`src/rtl/hazard_scoreboard.sv`:
```
// Load-use / multi-cycle-result hazard controller sitting beside the ID stage.
// Tracks per-register cycles-until-forwardable and stalls IF/ID with EX bubbles
// until every source operand of the ID instruction is reachable by forwarding.
module hazard_scoreboard #(
  parameter int unsigned LAT_LOAD = 1,
  parameter int unsigned LAT_MUL  = 2,
  parameter int unsigned CNT_W    = 16
) (
  input  logic             clk,
  input  logic             rstn,
  input  logic             id_valid,
  input  logic [4:0]       id_rs1,
  input  logic [4:0]       id_rs2,
  input  logic             id_use_rs1,
  input  logic             id_use_rs2,
  input  logic [4:0]       id_rd,
  input  logic             id_reg_write,
  input  logic [1:0]       id_class,
  input  logic             branch_taken_ex,
  input  logic             freeze,
  output logic             stall_if,
  output logic             stall_id,
  output logic             bubble_ex,
  output logic             flush_id,
  output logic [CNT_W-1:0] stall_count
);

  localparam int unsigned NREG  = 32;
  localparam int unsigned LAT_W = 2;

  localparam logic [1:0] CLS_LOAD = 2'b01;
  localparam logic [1:0] CLS_MUL  = 2'b10;

  logic [LAT_W-1:0] cnt_q [NREG];
  logic [LAT_W-1:0] cnt_d [NREG];
  logic [CNT_W-1:0] count_q;
  logic [LAT_W-1:0] lat;
  logic             hazard;
  logic             issue;
  logic             count_en;

  // Source operand still waiting on an in-flight producer (x0 never waits)
  always_comb begin
    hazard = id_valid &&
             ((id_use_rs1 && (id_rs1 != 5'd0) && (cnt_q[id_rs1] != '0)) ||
              (id_use_rs2 && (id_rs2 != 5'd0) && (cnt_q[id_rs2] != '0)));
    issue    = id_valid && !freeze && !branch_taken_ex && !hazard;
    count_en = hazard && !freeze && !branch_taken_ex;
  end

  // Result latency of the issuing instruction's class (class 11 behaves as ALU)
  always_comb begin
    lat = '0;
    case (id_class)
      CLS_LOAD: lat = LAT_W'(LAT_LOAD);
      CLS_MUL:  lat = LAT_W'(LAT_MUL);
      default:  lat = '0;
    endcase
  end

  // Next scoreboard: count everything down, then a new producer overwrites its rd
  always_comb begin
    for (int i = 0; i < NREG; i++) begin
      cnt_d[i] = cnt_q[i];
      if (cnt_q[i] != '0) cnt_d[i] = cnt_q[i] - LAT_W'(1);
    end
    if (issue && id_reg_write && (id_rd != 5'd0)) cnt_d[id_rd] = lat;
    cnt_d[0] = '0;
  end

  // Scoreboard and stall counter state; both hold during an external freeze
  always_ff @(posedge clk) begin
    if (!rstn) begin
      for (int i = 0; i < NREG; i++) cnt_q[i] <= '0;
      count_q <= '0;
    end else if (!freeze) begin
      for (int i = 0; i < NREG; i++) cnt_q[i] <= cnt_d[i];
      if (count_en && (count_q != '1)) count_q <= count_q + CNT_W'(1);
    end
  end

  // Pipeline control by priority freeze > taken branch > hazard; quiet in reset
  always_comb begin
    stall_if    = 1'b0;
    stall_id    = 1'b0;
    bubble_ex   = 1'b0;
    flush_id    = 1'b0;
    stall_count = '0;
    if (rstn) begin
      stall_count = count_q;
      if (freeze) begin
        stall_if = 1'b1;
        stall_id = 1'b1;
      end else if (branch_taken_ex) begin
        flush_id  = 1'b1;
        bubble_ex = 1'b1;
      end else if (hazard) begin
        stall_if  = 1'b1;
        stall_id  = 1'b1;
        bubble_ex = 1'b1;
      end
    end
  end

endmodule

```
`config.mk`:
```
export PLATFORM = sky130hd
export DESIGN_NAME = hazard_scoreboard
export DESIGN_NICKNAME = d
export VERILOG_FILES = /design/src/rtl/hazard_scoreboard.sv
export SDC_FILE = /design/constraint.sdc
export NUM_CORES = 1
export LEC_CHECK = 0
export CORE_MARGIN = 1
export CORE_UTILIZATION = 50
export CTS_BUF_LIST = sky130_fd_sc_hd__clkbuf_4
export DETAILED_ROUTE_END_ITERATION = 10
export GPL_ROUTABILITY_DRIVEN = 0
export PLACE_DENSITY_LB_ADDON = 0.25
export SYNTH_ARGS = -nofsm -noshare
export SYNTH_HDL_FRONTEND = slang
export SYNTH_SLANG_ARGS = --single-unit
```
`constraint.sdc`:
```
create_clock -name clk -period 3.1 [get_ports clk]
set_input_delay 0.62 -clock clk [delete_from_list [all_inputs] [get_ports clk]]
set_output_delay 0.62 -clock clk [all_outputs]
set_load 0.03 [all_outputs]
```
**After elaboration in Yosys (flattened, before gate mapping)**

Memories as Yosys holds them, arrays and structs flattened.
Cells that the tools add are included.
Widths: inputs -> output; s select.

- Register bits after elaboration: 16
- RAM bits: 64
- Memories: 1
- Logic and storage cells: 214
- Input bits: 25
- Output and inout port bits: 20

Memories:

| name | words | bits a word | rd ports | clocked after Yosys merged registers in | write ports | RTL line | RTL |
|---|---|---|---|---|---|---|---|
| cnt_q | 32 | 2 | 34 | 0 | 32 | 34 | `logic [LAT_W-1:0] cnt_q [NREG];` |

- Bitwise gates (word level): 34
- Add/sub/neg operators: 33
- Equality and inequality tests: 3
- Multiplexer cells: 84
- Reductions and logical operators: 56
- $lt $le $gt $ge: 2

Operators by type and width:

| operator | count |
|---|---|
| $mux 2 | 65 |
| $reduce_bool 2->1 | 34 |
| $bwmux 64 | 1 |
| $sub 2x1->2 const B | 32 |
| $mux 62 | 1 |
| $or 1x1->1 | 32 |
| $add 16x1->16 const B | 1 |
| $mux 16 | 1 |
| $ne 16x16->1 const B | 1 |
| $reduce_bool 5->1 | 3 |
| $logic_and 1x1->1 | 14 |
| $mux 1 | 14 |
| $demux 2 s5 | 1 |
| $ge 6x6->1 const B | 1 |
| $lt 6x1->1 const B | 1 |
| $not 5->6 | 1 |
| $pmux 2 s2 | 1 |
| $logic_not 1->1 | 3 |
| $eq 2x1->1 const B | 1 |
| $eq 2x2->1 const B | 1 |
| $reduce_and 2->1 | 1 |
| $logic_or 1x1->1 | 1 |
| $not 1->1 | 1 |

**Logic depth before layout (Yosys ltp)**

Gate-level depths: netlist of run 1.

- Word-level depth: 11
- Mapped depth: 12
- Gate-level depth less buffers: 8

**Least setup slack after synthesis of run 1**

OpenSTA, ideal clock, no wires.

- Path type: input-to-output
- Start: in id_rs1[0]
- End: out stall_if
- Path slack: -0.203 ns
- Cell stages on the path: 11
- Data arrival time: 2.683 ns
- Required time: 2.480 ns
- Cell sequence: buf_2 buf_2 mux4_2 mux2i_1 nor3b_1 nor4_4 o21ai_2 buf_4 nor2_1 o21a_1 buf_4

- Longest elaborated chain between the ends: 9

RTL lines:

| what | RTL line | RTL |
|---|---|---|
| start, declared | 12 | `input logic [4:0] id_rs1,` |
| $mem_v2 32x2 or $reduce_bool 5->1 (tied branches) | -- |  |
| $reduce_bool 2->1 or $logic_and 1x1->1 (tied branches) | 45 | `((id_use_rs1 && (id_rs1 != 5'd0) && (cnt_q[id_rs1] != '0)) \|\|` |
| $logic_and 1x1->1 * | 45 |  |
| $logic_or 1x1->1 * | 45 |  |
| $logic_and 1x1->1 * | 44 | `hazard = id_valid &&` |
| $mux 1 * (4 in series) | -- |  |
| end, declared | 21 | `output logic stall_if,` |

Every way passes the cells marked *; elsewhere a longest branch is shown, timed or not.

**Worst setup path in the final report of run 1**

- Start: in id_rs1[1]
- End: out stall_if

- Longest elaborated chain between the ends: 9

RTL lines:

| what | RTL line | RTL |
|---|---|---|
| $mem_v2 32x2 or $reduce_bool 5->1 (tied branches) | -- |  |
| $reduce_bool 2->1 or $logic_and 1x1->1 (tied branches) | 45 |  |
| $logic_and 1x1->1 * | 45 |  |
| $logic_or 1x1->1 * | 45 |  |
| $logic_and 1x1->1 * | 44 |  |
| $mux 1 * | 97 | `end else if (hazard) begin` |
| $mux 1 * | 94 | `end else if (branch_taken_ex) begin` |
| $mux 1 * | 91 | `if (freeze) begin` |
| $mux 1 * | 89 | `if (rstn) begin` |

Marks and branches as above.

==> reports/metrics.yaml, run 1 <==
grt:
  overflow: 0
  grt_pass1_vias: 4081
  antenna_found_initial: 0
  grt_pass1_wl_um: 20780
  track_usage: 0.2637
  grt_max_degree: 63
sta:
  setup_viol: 3
  worst_pin_slew_ns: 0.5874
  rsz0062_at_grt: "yes"
  max_clock_freq_ghz: 0.3054
  hold_violations: 0
  fin_crit_sh: 1.056
  fin_worst_hold_slack_ns: 0.5210
  setup_ws_ns: -0.1745
  drv_slew: 0
  fin_skew_ns: 0.01809
  maxSlewHeadroom: 0.6074
  min_period_ns: 3.274
route:
  wirelength_um: 13130
  drt_iter0_drc: 332
  wl_per_cell_um: 18.50
  vias_per_cell: 6.110
  vias: 4338
  dr.pass1.iters: 4
  antenna_left: 0
  post-route-drc-count: 0
die:
  initial_core_util: 0.5149
  coreArea_sq_mm: 0.009729
  die-height_um: 102.1
  rows: 36
  die_area_sq_mm: 0.01042
  io-pin-count: 45
  fp.dieW_um: 102.1
clocking:
  cts_buffer_depth: 2
  htree_levels: 3
  cts_tree: "done"
  cts.root.buffer_cell: "clkbuf_4"
  postCtsHoldBufs: 0
  clock_sinks: 78
  path_clk_slew_ns: 0.12
  clkLatencyLatePin_ns: 0.44
  cts_made_buffers: 9
pwr:
  p_leak_uw: 0.002460
  ir_drop_mv: 0.1858
  p_total_uw: 2304
  powerDensity_mw_per_mm2: 373.5
run:
  maxCapViolations: 0
worst_setup_path:
  arrival_ns: 2.65
  cp.required_ns: 2.48
  cpPeakStageDelay_ns: 0.40
  startpoint_type: "input pin"
  cpMostUsedCell: "buf_6"
  worstSetupEndpointType: "primary output"
  path_class: "input pin to primary output"
  crit_buf_inv: 5
  critPathMaxFanout: 9
  cp.depth: 13
  crit_chain: "buf_6, buf_6, buf_6, buf_6, nor3_2, a21oi_1, a2111o_1, a31oi_4, nor4_4, o21ai_2, nor2_1, o21a_2, buf_6"
  r2r_slack_ns: 0.26
  crit_family: "compound AO/OA/AOI/OAI gates"
  slowest_stage: "a2111o_1"
  r2r.worst_path.cells: 11
hold_path:
  worst_hold_path_type: "flop to flop"
  min_path_cells: 2
synth:
  synth_common_cells: "mux2i_1, edfxtp_1, nor2_1"
  syn_inst: 491
  yosysSeqAreaShare: 0.4356
  synth.top_cell.area_share: 0.3716
  synthFlopType: "edfxtp_1"
  yosys_warnings: 0
  mappedNetlistNets: 517
  async_reset_ff_frac: 0
  netlist_top_cells_area: "edfxtp_1, mux2i_1, dfxtp_1, nand3b_1, nand3_1"
  netlist_area_sq_mm: 0.005010
  ys_seq_elements: 78
  synth_edf_count: 62
  synth_cell_types: 57
  synth.most_common_cell: "mux2i_1"
  synth_top_area_cell: "edfxtp_1"
  synth_area_per_cell_sq_um: 10.20
run_status:
  violations: "setup timing"
  status: "complete, but fails checks"
cells_and_area:
  diodes: 0
  n_fill_cell: 814
  area.sequential_sq_mm: 0.002182
  syn2layout_area_growth_pct: 23.10
  nets: 598
  drive_gt1_frac: 0.2166
  final_cells: 710
  multi_input_area_sq_mm: 0.002778
place:
  placed_cells: 678
  portBuffers: 44
  hpwl_um: 9173
## final cells by class
class / instances / area share
tap: 133 / 0.02698
inverter: 8 / 0.005681
multi-input combinational: 376 / 0.4504
sequential: 78 / 0.3538
clock inverter: 6 / 0.01238
clock buffer: 10 / 0.01217
timing repair buffer: 99 / 0.1386
## repair_timing
action | CTS | global route
buffers inserted | 7 | 9
endpoints found under the setup margin | 22 | 11
pin swaps | 9 | 13
gates resized for setup | 26 | 29
## per-layer routing
metal | track usage | routed length [um] | part of all wire
met1 | 0.3723 | 5942 | 0.45
met2 | 0.4022 | 6140 | 0.47
met3 | 0.03694 | 720 | 0.055
met4 | 0.1220 | 331 | 0.025
met5 | 0 | 0 | 0
## cells in the final DEF, fill, tap and decap left out, drive strengths merged, types with 3 or more instances in the layout
| master | Yosys | layout |
|---|---|---|
| nand3b | 32 | 32 |
| inv | 7 | 7 |
| nand2b | 7 | 7 |
| nor3b | 3 | 3 |
| a21oi | 11 | 11 |
| or3 | 8 | 8 |
| clkdlybuf4s50 | 0 | 17 |
| and2 | 16 | 16 |
| nand4b | 4 | 4 |
| o21a | 3 | 3 |
| and4 | 6 | 6 |
| mux2i | 64 | 64 |
| o21ai | 11 | 11 |
| and3 | 3 | 3 |
| or4 | 5 | 5 |
| mux4 | 7 | 7 |
| nor4 | 3 | 3 |
| nor3 | 20 | 20 |
| nand2 | 19 | 19 |
| nor2b | 5 | 5 |
| nor2 | 49 | 49 |
| dlymetal6s2s | 0 | 3 |
| dfxtp | 16 | 16 |
| buf | 14 | 77 |
| nand4 | 11 | 11 |
| clkbuf | 15 | 12 |
| and4b | 4 | 4 |
| a211oi | 7 | 7 |
| edfxtp | 62 | 62 |
| o31ai | 4 | 4 |
| nand3 | 47 | 47 |
| clkinv | 1 | 5 |
| mux2 | 6 | 6 |
## logic make-up (layout without fill, tap and decap cells)
logic type,count (synthesis),in the layout,synth area share
multiplexers,77,77,0.1728
XOR/XNOR,1,1,0.001749
buffers and inverters,37,123,0.03546
flip-flops,78,78,0.4356
AO/OA/AOI/OAI,48,48,0.06519
adder cells (fa/ha/maj),1,1,0.002497
AND/OR/NAND/NOR,249,249,0.2867
## per-stage QoR
step | TNS, ns | worst slack (ns) | area (sq um) | utilization
final | -0.4775 | -0.1745 | 6167 | 0.6339
after global routing | -0.6683 | -0.2346 | 6167 | 0.6339
after floorplan | -0.2407 | -0.1233 | 5025 | -
after detailed placement | -33.28 | -0.5200 | 5744 | 0.5904
after global placement | -31.41 | -0.5163 | 5744 | 0.5904
after CTS | -0.7394 | -0.2525 | 6021 | 0.6188
## worst reg2reg max path, cell delays in order, from the launching register on
cell      delay [ns]
edfxtp_1        0.39
nor2_1          0.10
mux4_2          0.50
mux2i_1         0.18
nor3b_2         0.08
nor4_4          0.31
buf_4           0.15
buf_4           0.09
buf_4           0.11
o21ai_4         0.13
nor4_1          0.33
mux2_1          0.36
## report_power, final
group / switching, uW / total (uW) / internal (uW)
combinational: 210 / 393 / 182
sequential: 43.7 / 1220 / 1180
clock: 363 / 690 / 328
## registers in the layout, indices dropped and copies added (netlist names)
signal / cells
cnt_q: 62
count_q: 16
## final timing paths
| path | start | endpoint |
|---|---|---|
| setup / recovery | id_rs1[1] | stall_if |
| hold / removal | count_q[15]$_SDFFE_PN0P_ | count_q[15]$_SDFFE_PN0P_ |
| setup reg to reg | cnt_q[19][1]$_SDFFCE_PN0P_ | count_q[9]$_SDFFE_PN0P_ |
| hold reg to reg | count_q[15]$_SDFFE_PN0P_ | count_q[15]$_SDFFE_PN0P_ |
Power figures use the tool's default switching activity.
==> run 2, diff against run 1 <==
- REMOVE_ABC_BUFFERS: unset -> 1
==> reports/metrics.yaml, run 2 (synthesized netlist as in run 1, its figures left out) <==
run_status:
  status: "complete, but fails checks"
  violations: "setup timing"
clocking:
  postCtsHoldBufs: 0
  cts.root.buffer_cell: "clkbuf_4"
  clkLatencyLatePin_ns: 0.46
  htree_levels: 3
  clock_sinks: 78
  cts_tree: "done"
  cts_buffer_depth: 2
  cts_made_buffers: 9
  path_clk_slew_ns: 0.12
die:
  die-height_um: 102.1
  io-pin-count: 45
  rows: 36
  initial_core_util: 0.5149
  coreArea_sq_mm: 0.009729
  die_area_sq_mm: 0.01042
  fp.dieW_um: 102.1
worst_setup_path:
  cp.required_ns: 2.48
  critPathMaxFanout: 10
  r2r.worst_path.cells: 12
  worstSetupEndpointType: "primary output"
  reg2reg_to: "count_q[9]$_SDFFE_PN0P_"
  path_class: "input pin to primary output"
  startpoint_type: "input pin"
  arrival_ns: 2.68
  r2r_slack_ns: 0.20
  reg2reg_from: "cnt_q[1][0]$_SDFFCE_PN0P_"
cells_and_area:
  drive_gt1_frac: 0.2280
  syn2layout_area_growth_pct: 24.78
  n_fill_cell: 806
  largest_register_ffs: 62
  area.sequential_sq_mm: 0.002182
  nets: 600
  final_cell_mix: "buf_4, mux2i_1, edfxtp_1"
  fin_area_sq_mm: 0.006251
  final_common_cell: "buf_4"
  largestRegisters: "cnt_q x62, count_q x16"
  multi_input_area_sq_mm: 0.002815
  top_register: "cnt_q"
  diodes: 0
pwr:
  ir_drop_mv: 0.1849
  powerDensity_mw_per_mm2: 381.1
  p_leak_uw: 0.002493
grt:
  grt_max_degree: 48
  overflow: 0
  grt_pass1_wl_um: 20580
  track_usage: 0.2622
  grt.busiest_layer: "met2"
  grtUsageMet2: 0.4037
  use_met1: 0.3638
  grt_use_met3: 0.05609
  antenna_found_initial: 0
  grt_pass1_vias: 4092
sta:
  rsz0062_at_grt: "yes"
  fin_skew_ns: 0.02045
  maxSlewHeadroom: 0.5323
  fin_crit_sh: 1.063
  min_period_ns: 3.297
  setup_ws_ns: -0.1968
  hold_violations: 0
  max_clock_freq_ghz: 0.3033
  worst_pin_slew_ns: 0.6998
  setup_viol: 3
  drv_slew: 0
place:
  placed_cell_area_sq_mm: 0.005789
  preCtsSetupSlack_ns: -0.6952
  portBuffers: 44
  hpwl_um: 9129
route:
  dr.pass1.iters: 5
  wl_per_cell_um: 18.59
  post-route-drc-count: 0
  wirelength_um: 13240
  vias: 4353
  antenna_left: 0
  drt_iter0_drc: 238
  vias_per_cell: 6.114
hold_path:
  hold_end: "count_q[13]$_SDFFE_PN0P_"
  min_path_cells: 2
  min_from: "count_q[13]$_SDFFE_PN0P_"
  worst_hold_path_type: "flop to flop"
run:
  maxCapViolations: 0
==> run 2: cell count changes in the layout (fill, tap and decap cells not counted), sizes merged <==
cell,previous run,this run
buf,77,80
clkbuf,12,11
clkinv,5,2
clkinvlp,0,1
inv,7,9
==> run 2: layer usage <==
metal | vias up | routed length [um]
met3 | 27 | 949
met1 | 2111 | 5809
li1 | 2045 | -
met4 | 0 | 300
met2 | 170 | 6180
met5 | - | 0
==> run 2: worst max path at each step <==
stage	from	depth (start not counted)	end	slack (ns)
after detailed placement	id_rs1[0]	10	count_q[9]$_SDFFE_PN0P_	-0.70
after floorplan	rstn	3	bubble_ex	-0.28
after global routing	cnt_q[1][0]$_SDFFCE_PN0P_	11	stall_id	-0.28
after global placement	id_rs1[0]	10	stall_id	-0.61
after CTS	id_rs1[1]	11	stall_id	-0.25
final	id_rs1[1]	14	stall_if	-0.20
==> run 2: area by class of cell <==
class                      instances  share of cell area
inverter                           8            0.004804
sequential                        78              0.3491
clock buffer                      10             0.01201
timing repair buffer             101              0.1421
clock inverter                     6             0.01501
tap                              133             0.02662
multi-input combinational        376              0.4504
==> run 2: power breakdown <==
group	internal, uW	switching, uW	leakage, uW
Clock	343	396	0.0000876
Combinational	200	222	0.00159
Sequential	1180	43.7	0.000817
==> run 2: through the flow <==
stage | cells | power, uW | util | hold WS [ns] | TNS, ns
floorplan | 462 | 1401 | - | 0.4716 | -1.589
CTS | 705 | 2345 | 0.6267 | 0.5216 | -0.6936
global placement | 681 | 1593 | 0.5950 | 0.4887 | -40.37
global route | 712 | 2460 | 0.6425 | 0.5527 | -0.7217
finish | 712 | 2382 | 0.6425 | 0.5174 | -0.4859
detailed placement | 681 | 1604 | 0.5950 | 0.4981 | -45.25
==> run 2: repair_timing <==
item,4_1_cts,5_1_grt
endpoints found under the setup margin,78,3
resized for setup,26,26
pin swaps,8,14
setup buffers,8,8
==> run 2: worst max-delay path: stages <==
cell	delay, ns
buf_6	0.09
buf_6	0.12
buf_12	0.13
buf_12	0.14
nor3_4	0.14
a21oi_1	0.07
a2111o_1	0.41
a31oi_4	0.17
nor4_4	0.04
buf_4	0.16
o21ai_4	0.17
nor2_1	0.06
o21a_1	0.20
buf_6	0.14
